==> config.mk <==
export PLATFORM = sky130hd
export DESIGN_NAME = div_sequencer
export DESIGN_NICKNAME = d
export VERILOG_FILES = /design/src/rtl/div_seq_pkg.sv /design/src/rtl/div_sign_fix.sv /design/src/rtl/div_sequencer.sv
export SDC_FILE = /design/constraint.sdc
export NUM_CORES = 1
export LEC_CHECK = 0
export CELL_PAD_IN_SITES_DETAIL_PLACEMENT = 1
export CELL_PAD_IN_SITES_GLOBAL_PLACEMENT = 1
export CORE_UTILIZATION = 35
export CTS_BUF_LIST = sky130_fd_sc_hd__clkbuf_4
export DETAILED_ROUTE_END_ITERATION = 6
export PLACE_DENSITY = 0.9
export SETUP_SLACK_MARGIN = 0.3
export SLEW_MARGIN = 25
export SYNTH_ARGS = -nofsm -noshare
export SYNTH_HDL_FRONTEND = slang
export SYNTH_SLANG_ARGS = --single-unit
==> constraint.sdc <==
create_clock -name clock -period 5.2 [get_ports clock]
set_input_delay 0.52 -clock clock [delete_from_list [all_inputs] [get_ports clock]]
set_output_delay 0.52 -clock clock [all_outputs]
set_load 0.1 [all_outputs]
==> src/rtl/div_seq_pkg.sv <==
// rtl/div_seq_pkg.sv - shared state encoding and constants for the divide sequencer
package div_seq_pkg;

    typedef enum logic [2:0] {
        ST_IDLE,
        ST_LAUNCH,
        ST_WAIT,
        ST_FIX,
        ST_WRITE
    } state_t;

    localparam int MAX_WIDTH = 64;
    localparam logic [MAX_WIDTH-1:0] DBZ_QUOTIENT = '1;

endpackage

==> src/rtl/div_sign_fix.sv <==
// rtl/div_sign_fix.sv - operand magnitudes and result sign correction for signed divide
module div_sign_fix #(
    parameter int WIDTH = 32
) (
    input  logic             i_is_signed,
    input  logic [WIDTH-1:0] i_op_a,
    input  logic [WIDTH-1:0] i_op_b,
    output logic             o_sign_a,
    output logic             o_sign_b,
    output logic [WIDTH-1:0] o_mag_a,
    output logic [WIDTH-1:0] o_mag_b,
    input  logic             i_neg_q,
    input  logic             i_neg_r,
    input  logic [WIDTH-1:0] i_q,
    input  logic [WIDTH-1:0] i_r,
    output logic [WIDTH-1:0] o_q,
    output logic [WIDTH-1:0] o_r
);

    assign o_sign_a = i_is_signed & i_op_a[WIDTH-1];
    assign o_sign_b = i_is_signed & i_op_b[WIDTH-1];
    // The most negative value maps onto itself, which the unsigned divider reads correctly.
    assign o_mag_a  = o_sign_a ? -i_op_a : i_op_a;
    assign o_mag_b  = o_sign_b ? -i_op_b : i_op_b;
    assign o_q      = i_neg_q ? -i_q : i_q;
    assign o_r      = i_neg_r ? -i_r : i_r;

endmodule

==> src/rtl/div_sequencer.sv <==
// rtl/div_sequencer.sv - sequences DIV/DIVU through an external unsigned divider into HI/LO
module div_sequencer
    import div_seq_pkg::*;
#(
    parameter int WIDTH = 32
) (
    input  logic             clock,
    input  logic             reset,
    input  logic             req,
    input  logic             is_signed,
    input  logic [WIDTH-1:0] op_a,
    input  logic [WIDTH-1:0] op_b,
    input  logic             flush,
    output logic             divu_start,
    output logic [WIDTH-1:0] divu_dividend,
    output logic [WIDTH-1:0] divu_divisor,
    input  logic             divu_busy,
    input  logic [WIDTH-1:0] divu_q,
    input  logic [WIDTH-1:0] divu_r,
    output logic             stall,
    output logic             hi_we,
    output logic             lo_we,
    output logic [WIDTH-1:0] hi_out,
    output logic [WIDTH-1:0] lo_out,
    output logic             done,
    output logic             dbz
);

    state_t           r_state;
    logic             r_start;
    logic             r_we;
    logic             r_dbz;
    logic             r_sign_a;
    logic             r_sign_b;
    logic [WIDTH-1:0] r_mag_a;
    logic [WIDTH-1:0] r_mag_b;
    logic [WIDTH-1:0] r_hi;
    logic [WIDTH-1:0] r_lo;

    logic             w_sign_a;
    logic             w_sign_b;
    logic [WIDTH-1:0] w_mag_a;
    logic [WIDTH-1:0] w_mag_b;
    logic [WIDTH-1:0] w_q_fixed;
    logic [WIDTH-1:0] w_r_fixed;
    logic             w_b_zero;

    assign w_b_zero = (op_b == '0);

    div_sign_fix #(.WIDTH(WIDTH)) u_sign_fix (
        .i_is_signed (is_signed),
        .i_op_a      (op_a),
        .i_op_b      (op_b),
        .o_sign_a    (w_sign_a),
        .o_sign_b    (w_sign_b),
        .o_mag_a     (w_mag_a),
        .o_mag_b     (w_mag_b),
        .i_neg_q     (r_sign_a ^ r_sign_b),
        .i_neg_r     (r_sign_a),
        .i_q         (divu_q),
        .i_r         (divu_r),
        .o_q         (w_q_fixed),
        .o_r         (w_r_fixed)
    );

    always_ff @(posedge clock or posedge reset) begin
        if (reset) begin
            r_state  <= ST_IDLE;
            r_start  <= 1'b0;
            r_we     <= 1'b0;
            r_dbz    <= 1'b0;
            r_sign_a <= 1'b0;
            r_sign_b <= 1'b0;
            r_mag_a  <= '0;
            r_mag_b  <= '0;
            r_hi     <= '0;
            r_lo     <= '0;
        end else begin
            r_start <= 1'b0;
            r_we    <= 1'b0;
            r_dbz   <= 1'b0;
            if (flush) begin
                r_state <= ST_IDLE;
            end else begin
                case (r_state)
                    ST_IDLE: begin
                        if (req && w_b_zero) begin
                            r_state <= ST_WRITE;
                            r_we    <= 1'b1;
                            r_dbz   <= 1'b1;
                            r_lo    <= DBZ_QUOTIENT[WIDTH-1:0];
                            r_hi    <= op_a;
                        end else if (req) begin
                            r_state  <= ST_LAUNCH;
                            r_start  <= 1'b1;
                            r_sign_a <= w_sign_a;
                            r_sign_b <= w_sign_b;
                            r_mag_a  <= w_mag_a;
                            r_mag_b  <= w_mag_b;
                        end
                    end
                    ST_LAUNCH: r_state <= ST_WAIT;
                    ST_WAIT: begin
                        if (!divu_busy) begin
                            r_state <= ST_FIX;
                        end
                    end
                    ST_FIX: begin
                        r_state <= ST_WRITE;
                        r_we    <= 1'b1;
                        r_lo    <= w_q_fixed;
                        r_hi    <= w_r_fixed;
                    end
                    ST_WRITE: r_state <= ST_IDLE;
                    default:  r_state <= ST_IDLE;
                endcase
            end
        end
    end

    assign divu_start    = r_start;
    assign divu_dividend = r_mag_a;
    assign divu_divisor  = r_mag_b;
    assign hi_we         = r_we;
    assign lo_we         = r_we;
    assign done          = r_we;
    assign dbz           = r_dbz;
    assign hi_out        = r_hi;
    assign lo_out        = r_lo;
    assign stall         = req | (r_state != ST_IDLE);

endmodule

After elaboration in Yosys (flattened, before gate mapping)
Cells that the tools add are included.

Bits in registers: 136. Output and inout port bits: 134.

Add/sub/neg operators: 4. Equality and inequality tests: 6. Muxes and demuxes: 22. Bitwise logic cells: 6. Reduce and logical (&&, ||, !) cells: 8.

Operator list (number): two-way mux 32 bit (6); negation 32 bit (4); case mux 32 bit (2 select lines) (2); zero test 32 bit (1); two-way mux 3 bit (4); case mux 3 bit (4 select lines) (1); two-way mux 1 bit (8); equality test 3 x 2 -> 1 bit, second input constant (2); != test 4 bit, second input constant (1); AND reduction 4 bit (1); equality test 3 x 1 -> 1 bit, second input constant (1); zero test 3 bit (1); != test 3 bit, second input constant (1); AND reduction 3 bit (1); nonzero test 3 bit (1); AND 1 bit (2); != test 2 bit, second input constant (1); inverter 1 bit (2); case mux 1 bit (2 select lines) (1); AND reduction 2 bit (1); nonzero test 2 bit (1); logical AND 1 bit (1); bitwise OR 1 bit (1); bitwise XOR 1 bit (1).

Depth between registers and ports, before layout
Gate-level depths: netlist of the first run.

Word-level depth: 5. Mapped depth: 10.

By module
From an unflattened synthesis of the first run, not the netlist that was laid out.

Cell total of the unflattened synthesis: 896. Area total of the unflattened synthesis: 8478.1 um2.

Modules (own cells, without submodules): div_sequencer (instances 1, cells an instance 497, area an instance 5791.8 um2); div_sign_fix (instances 1, cells an instance 399, area an instance 2686.3 um2).

Worst setup path before layout of the first run
No wires, ideal clock.

Path kind: input to register. Start: in divu_q[18]. End: reg r_lo[25], in the netlist lo_out[25]. Data arrival time: 2.165 ns. Required time: 5.063 ns. Slack: 2.898 ns. Cell stages on the path: 6. Path buffers: 1. Path through: or4_1 > or4_1 > buf_2 > o41ai_1 > xor2_1 > a21oi_1.

Longest elaborated chain between the ends: 3.

Ends and longest elaborated chain: start, declared (RTL line div_sequencer.sv:18) `input logic [WIDTH-1:0] divu_q,`; negation 32 bit (RTL line div_sign_fix.sv:25) `assign o_q = i_neg_q ? -i_q : i_q;`; two-way mux 32 bit (RTL line div_sign_fix.sv:25); case mux 32 bit (2 select lines) (RTL line div_sequencer.sv:85) `case (r_state)`; end signal, assigned (RTL line div_sequencer.sv:91) `r_lo <= DBZ_QUOTIENT[WIDTH-1:0];`; end signal, assigned (RTL line div_sequencer.sv:111) `r_lo <= w_q_fixed;`; end, declared (RTL line div_sequencer.sv:38) `logic [WIDTH-1:0] r_lo;`.

No other way between the ends. A chain may end at the register's enable or synchronous reset.

Worst setup path in the final report of the first run
Start: reg r_state[2]. End: out stall.

Longest elaborated chain between the ends: 2.

Ends and longest elaborated chain: start, declared (RTL line div_sequencer.sv:29) `state_t r_state;`; start signal, assigned (RTL line div_sequencer.sv:68) `r_state <= ST_IDLE;`; start signal, assigned (RTL line div_sequencer.sv:83) `r_state <= ST_IDLE;`; start signal, assigned (RTL line div_sequencer.sv:88) `r_state <= ST_WRITE;`; nonzero test 3 bit (RTL line div_sequencer.sv:130) `assign stall = req | (r_state != ST_IDLE);`; bitwise OR 1 bit (RTL line div_sequencer.sv:130); end, declared (RTL line div_sequencer.sv:20) `output logic stall,`.

No other way between the ends.

==> results.py, run 1 <==
metrics = {
    "worst_hold_path": {
        "min_path_type": "input port to asynchronous set/reset pin",
    },
    "synthesis": {
        "synth-simple-area-share_pct": 19.53,
        "synth_top_family_by_area": "simple AND/OR/NAND/NOR gates",
        "netlist_area_um2": 7981,
        "muxShareOfSynthArea_pct": 1.254,
        "syn_inst": 919,
        "synth_area_per_cell_um2": 8.685,
        "synth_nets": 1057,
        "synth_xor_area_share_pct": 13.06,
        "synth_most_common_cell": "dfrtp_1",
        "ys_types": 51,
        "ys_ff_latch": 136,
        "synth_enable_flop_cells": 0,
        "yosysSeqAreaShare_pct": 42.64,
        "synth_ff_type": "dfrtp_1",
        "yosysWarnings": 0,
        "synthAdderAreaFrac_pct": 0.6271,
        "synth_top_area_cell": "dfrtp_1",
        "synth_top_area_share_pct": 42.64,
        "synth_compound_area_share_pct": 18.61,
        "synthTopCellsByArea": "dfrtp_1, xnor2_1, o21ai_0, nand2_1, xor2_1",
        "synthTopCellsByCount": "dfrtp_1, nand2_1, o21ai_0",
        "async_flop_share_pct": 100.0,
    },
    "timing": {
        "setup_ws_ps": 2135,
        "fmax_mhz": 326.3,
        "rsz0062_at_grt": "no",
        "maxSlewViolCount": 0,
        "fin_skew_ps": 29.15,
        "slew-limit-headroom_pct": 28.77,
        "tightest_slew_ps": 1065,
        "tns_ps": 0,
        "finalHoldViolations": 0,
        "worst_hold_slack_ps": 289.9,
        "min_period_ps": 3065,
        "setup_viol": 0,
        "min_period_over_period_pct": 58.94,
    },
    "worst_setup_path": {
        "required_ps": 4680,
        "path_buf_inv": 1,
        "r2r_cells": 8,
        "crit_cells": 2,
        "crit_type": "register to output port",
        "crit_slowest_cell": "clkdlybuf4s50_1",
        "worstPathCellList": "or4_1 > clkdlybuf4s50_1",
        "cp_top_family": "buffers and inverters",
        "max_stage_delay_ps": 1000,
        "cp.arrival_ps": 2540,
        "critPathCaptureType": "output port",
        "worstPathMaxFanout": 7,
        "cp-start-kind": "register",
    },
    "placement": {
        "pre_cts_ws_ps": 1691,
        "placed_area_um2": 10840,
        "place_congestion": 0.8549,
        "dp.cells": 1423,
        "dpl.hpwl_um": 22020,
        "portBuffers": 267,
    },
    "drt": {
        "vias_per_cell": 5.426,
        "firstDrtPassIters": 5,
        "routed_wl_um": 29120,
        "via_count": 7911,
        "met1_length_um": 12840,
        "drc": 0,
        "drt_first_iter_violations": 462,
        "routedWlPerCell_um": 19.97,
        "dr_wl_met2_um": 13840,
        "top_layer": "met4",
        "final_antenna_net_count": 0,
        "wl_met3_um": 1384,
    },
    "final_layout": {
        "drive_gt1_share_pct": 5.187,
        "area_growth_pct": 39.88,
        "design_area_um2": 11160,
        "n_fill_cell": 2598,
        "fin_cells": 1458,
        "layout.nets": 1301,
    },
    "clocking": {
        "clkLatencyLatePin_ps": 570,
        "htree_levels": 4,
        "cts_made_buffers": 17,
        "post_cts_buffers": 0,
        "clockBufferDepth": 2,
        "root_buffer": "clkbuf_4",
        "cts.sinks": 136,
        "cts_tree": "yes",
        "post_cts_resized": 0,
        "postCtsHoldBufs": 0,
        "path_clk_slew_ps": 150,
    },
    "global_routing": {
        "grt_pass1_wl_um": 46070,
        "grt_pass1_vias": 8199,
        "overflow": 0,
        "grt_use_total_pct": 25.30,
        "antenna_found_initial": 2,
        "grt_max_degree": 102,
    },
    "floorplan": {
        "coreArea_um2": 22090,
        "initial_utilization_pct": 36.13,
        "die_area_um2": 23410,
        "rows": 54,
        "die_h_um": 153.0,
        "die_w_um": 153.0,
        "num_io_pins": 268,
    },
    "outcome": {
        "status": "completed",
    },
    "job": {
        "cap_viol_max_count": 0,
    },
    "power_and_ir_drop": {
        "p_leak_uw": 0.004302,
        "power-per-cell-area_nw_per_um2": 611.5,
        "vdd_ir_drop_max_mv": 0.4404,
    },
}
## worst paths after layout
check,slack [ps],start,end
worst max register to register,2770,r_state[1]$_DFFE_PP0P_,lo_out[27]$_DFFE_PP0P_
worst max-delay path,2140,r_state[2]$_DFFE_PP0P_,stall
worst min-delay path,290,reset,divu_divisor[16]$_DFFE_PP0P_
max in group asynchronous,3670,reset,lo_out[3]$_DFFE_PP0P_
min in group clock,500,divu_divisor[10]$_DFFE_PP0P_,divu_divisor[10]$_DFFE_PP0P_
worst min register to register,500,divu_divisor[10]$_DFFE_PP0P_,divu_divisor[10]$_DFFE_PP0P_
## power by group
group	switching [µW]	internal (µW)
Clock	478	295
Combinational	3400	1000
Sequential	234	1410
## cell families (layout without fill, tap and decap cells)
| family | after synthesis | count (layout) |
|---|---|---|
| AO/OA/AOI/OAI | 256 | 256 |
| other | 0 | 2 |
| buffers and inverters | 69 | 326 |
| flip-flops | 136 | 136 |
| multiplexers | 10 | 10 |
| XOR/XNOR | 119 | 119 |
| adder cells (fa/ha/maj) | 4 | 4 |
| AND/OR/NAND/NOR | 325 | 325 |
## per-layer routing
metal	vias up	track usage (%)
li1	3712	-
met1	3877	32.03
met5	-	0
met3	61	4.593
met4	0	11.50
met2	261	42.03
## metrics by stage
step           total power (µW)  util (%)
2_1_floorplan              4905         -
3_3_place_gp               5995     49.05
3_5_place_dp               6083     49.05
4_1_cts                    6865     50.39
5_1_grt                    7086     50.53
6_report                   6827     50.53
## state kept, by name, summed over array words and instances, names as in the netlist
register and count:
done 1, hi_out 32, r_state 3, divu_dividend 32, divu_start 1, r_sign_b 1, dbz 1, divu_divisor 32
r_sign_a 1, lo_out 32
## cell type report
cell class	instances	area [µm²]	share of cell area [%]
Sequential cell	136	3405	30.49
Multi-Input combinational cell	714	4264	38.19
Clock buffer	17	127.6	1.143
Timing Repair Buffer	275	2765	24.77
Tap cell	280	350.3	3.138
Antenna cell	2	5.005	0.04483
Inverter	19	81.33	0.7285
Clock inverter	15	166.4	1.491
## cells in the final DEF, fill, tap and decap left out, drive strengths merged, types with 7 or more instances in the layout
| cell | instances |
|---|---|
| o31ai | 26 |
| inv | 23 |
| mux2i | 10 |
| o21ai | 137 |
| nor4 | 15 |
| xor2 | 52 |
| clkdlybuf4s50 | 267 |
| a31oi | 17 |
| clkbuf | 17 |
| nor2 | 92 |
| a21oi | 51 |
| o41ai | 19 |
| dfrtp | 136 |
| xnor2 | 67 |
| buf | 8 |
| or3 | 11 |
| or4 | 12 |
| nand4 | 7 |
| nor3 | 25 |
| nand3 | 8 |
| nand2 | 125 |
## worst reg2reg max path: cells and delay by family, from the launching register on
| family | cells | cell delay (ps) |
|---|---|---|
| buf+inv | 3 | 1130 |
| simple gates | 3 | 530 |
| flops | 1 | 450 |
| compound gates | 2 | 210 |
Note: power is estimated with default switching activity, not from simulation.
==> inputs of run 2 (changes only) <==
--- a/config.mk
+++ b/config.mk
@@ -7,10 +7,10 @@
 export LEC_CHECK = 0
 export CELL_PAD_IN_SITES_DETAIL_PLACEMENT = 1
 export CELL_PAD_IN_SITES_GLOBAL_PLACEMENT = 1
-export CORE_UTILIZATION = 35
+export CORE_UTILIZATION = 31
 export CTS_BUF_LIST = sky130_fd_sc_hd__clkbuf_4
 export DETAILED_ROUTE_END_ITERATION = 6
-export PLACE_DENSITY = 0.9
+export PLACE_DENSITY = 0.84
 export SETUP_SLACK_MARGIN = 0.3
 export SLEW_MARGIN = 25
 export SYNTH_ARGS = -nofsm -noshare
==> constraint.sdc (replaced) <==
create_clock -name clock -period 2.8 [get_ports clock]
set_input_delay 0.28 -clock clock [delete_from_list [all_inputs] [get_ports clock]]
set_output_delay 0.28 -clock clock [all_outputs]
set_load 0.1 [all_outputs]
==> run 2 against run 1 <==
Cell area rose by 1.9%. Wire length decreased by 0.45%. Largest cell class unchanged. Register-to-register slack lost 2000 ps. Die area increased by 13%.
==> results.py, run 2 (synthesized netlist as in run 1, its figures left out) <==
metrics = {
    "drt": {
        "vias_per_cell": 5.090,
        "via_count": 7936,
        "final_antenna_net_count": 0,
        "firstDrtPassIters": 4,
        "drt_first_iter_violations": 374,
        "drc": 0,
        "routedWlPerCell_um": 18.59,
        "routed_wl_um": 28990,
    },
    "power_and_ir_drop": {
        "switching_share_pct": 59.50,
        "pwr-share-seq_pct": 23.8,
        "p_total_uw": 12790,
        "p_leak_uw": 0.004743,
        "p_int_uw": 5182,
        "power-per-cell-area_nw_per_um2": 1124,
        "vdd_ir_drop_max_mv": 0.6847,
        "p_comb_share_pct": 62.6,
        "p_sw_uw": 7612,
        "pwr-share-clk_pct": 13.6,
    },
    "final_layout": {
        "mostFrequentLayoutCells": "buf_4, dfrtp_1, clkdlybuf4s50_1",
        "layout.nets": 1348,
        "area_growth_pct": 42.56,
        "n_fill_cell": 2976,
        "multiInputGateArea_um2": 4264,
        "final_common_cell": "buf_4",
        "seq_area_um2": 3403,
        "drive_gt1_share_pct": 19.54,
        "fin_cells": 1559,
    },
    "floorplan": {
        "die_h_um": 162.5,
        "die_area_um2": 26390,
        "initial_utilization_pct": 31.70,
        "rows": 58,
        "num_io_pins": 268,
        "die_w_um": 162.5,
        "coreArea_um2": 25180,
    },
    "global_routing": {
        "grt_pass1_vias": 8139,
        "grt_max_degree": 77,
        "overflow": 0,
        "antenna_found_initial": 6,
        "grt_use_total_pct": 21.87,
        "grt_pass1_wl_um": 44590,
    },
    "placement": {
        "dp.cells": 1520,
        "dpl.hpwl_um": 22650,
        "pre_cts_ws_ps": -39.10,
        "portBuffers": 267,
        "place_congestion": 0.8820,
    },
    "clocking": {
        "cts_made_buffers": 17,
        "cts.sinks": 136,
        "htree_levels": 4,
        "root_buffer": "clkbuf_4",
        "post_cts_buffers": 0,
        "path_clk_slew_ps": 130,
        "clkLatencyLatePin_ps": 550,
        "cts_tree": "yes",
        "post_cts_resized": 0,
        "clockBufferDepth": 2,
        "postCtsHoldBufs": 1,
    },
    "worst_setup_path": {
        "cp.arrival_ps": 2740,
        "crit_slowest_cell": "or4_4",
        "max_stage_delay_ps": 590,
        "path_buf_inv": 3,
        "critPathCaptureType": "register",
        "cp-start-kind": "input port",
        "required_ps": 3280,
        "cp_top_family": "simple AND/OR/NAND/NOR gates",
        "crit_type": "input port to register",
        "worstPathMaxFanout": 19,
        "worstPathCellList": "clkdlybuf4s50_1 > or4_4 > nor4_4 > and3_1 > a21oi_4 > clkinv_4 > buf_4 > o21ai_0 > o21ai_1",
    },
    "timing": {
        "min_period_ps": 2263,
        "slew-limit-headroom_pct": 52.73,
        "fmax_mhz": 442.0,
        "setup_ws_ps": 537.5,
        "rsz0062_at_grt": "no",
        "tightest_slew_ps": 707.3,
        "min_period_over_period_pct": 80.80,
        "finalHoldViolations": 0,
        "setup_viol": 0,
        "fin_skew_ps": 21.38,
        "maxSlewViolCount": 0,
    },
    "job": {
        "cap_viol_max_count": 0,
    },
    "outcome": {
        "status": "completed",
    },
    "worst_hold_path": {
        "min_path_type": "input port to register",
    },
}
## run 2: power by group through the flow
stage,sequential [µW],combinational (µW),clock (µW)
final,3050,8000,1740
after global routing,3130,8300,1860
after CTS,3060,8050,1790
after detailed placement,3090,8040,0
after global placement,3070,7920,0
after floorplan,7890,1220,0
## run 2: metrics by stage
stage               hold WS (ps)  area (µm²)  util [%]  setup TNS (ps)
global placement           463.6       10980     43.60               0
detailed placement         472.0       10980     43.60          -234.2
global route               331.3       11380     45.19               0
finish                     364.0       11380     45.19               0
floorplan                  353.4        7985         -               0
CTS                        323.4       11360     45.13               0
## run 2: cell type report
class,instances,area share [%]
tap,330,3.629
antenna,6,0.1320
inverter,19,0.7038
clock buffer,17,1.122
multi-input combinational,714,37.48
timing repair buffer,322,24.85
sequential,136,29.91
clock inverter,15,2.177
## run 2: worst paths after layout
path | cells after the start | endpoint | startpoint | slack [ps]
worst max-delay path | 9 | hi_out[21]$_DFFE_PP0P_ | op_b[10] | 540
min in group asynchronous | 3 | divu_dividend[16]$_DFFE_PP0P_ | reset | 540
worst min register to register | 2 | divu_dividend[21]$_DFFE_PP0P_ | divu_dividend[21]$_DFFE_PP0P_ | 490
worst min-delay path | 3 | lo_out[1]$_DFFE_PP0P_ | divu_q[1] | 360
max in group asynchronous | 4 | lo_out[12]$_DFFE_PP0P_ | reset | 1630
worst max register to register | 5 | hi_out[20]$_DFFE_PP0P_ | r_state[1]$_DFFE_PP0P_ | 800
## run 2: routing by layer
| layer | up-vias | GRT usage [%] | share of wire [%] |
|---|---|---|---|
| li1 | 3810 | - | - |
| met1 | 3876 | 28.34 | 44 |
| met2 | 211 | 35.31 | 48 |
| met3 | 39 | 4.202 | 4.9 |
| met4 | 0 | 9.605 | 2.8 |
| met5 | - | 0 | 0 |
## run 2: worst register-to-register path, cell delays in order, from the launching register on
cell,delay (ps)
dfrtp_1,460
nand2_1,190
or2_2,570
nor3b_1,120
a2111oi_0,460
nor2_1,80
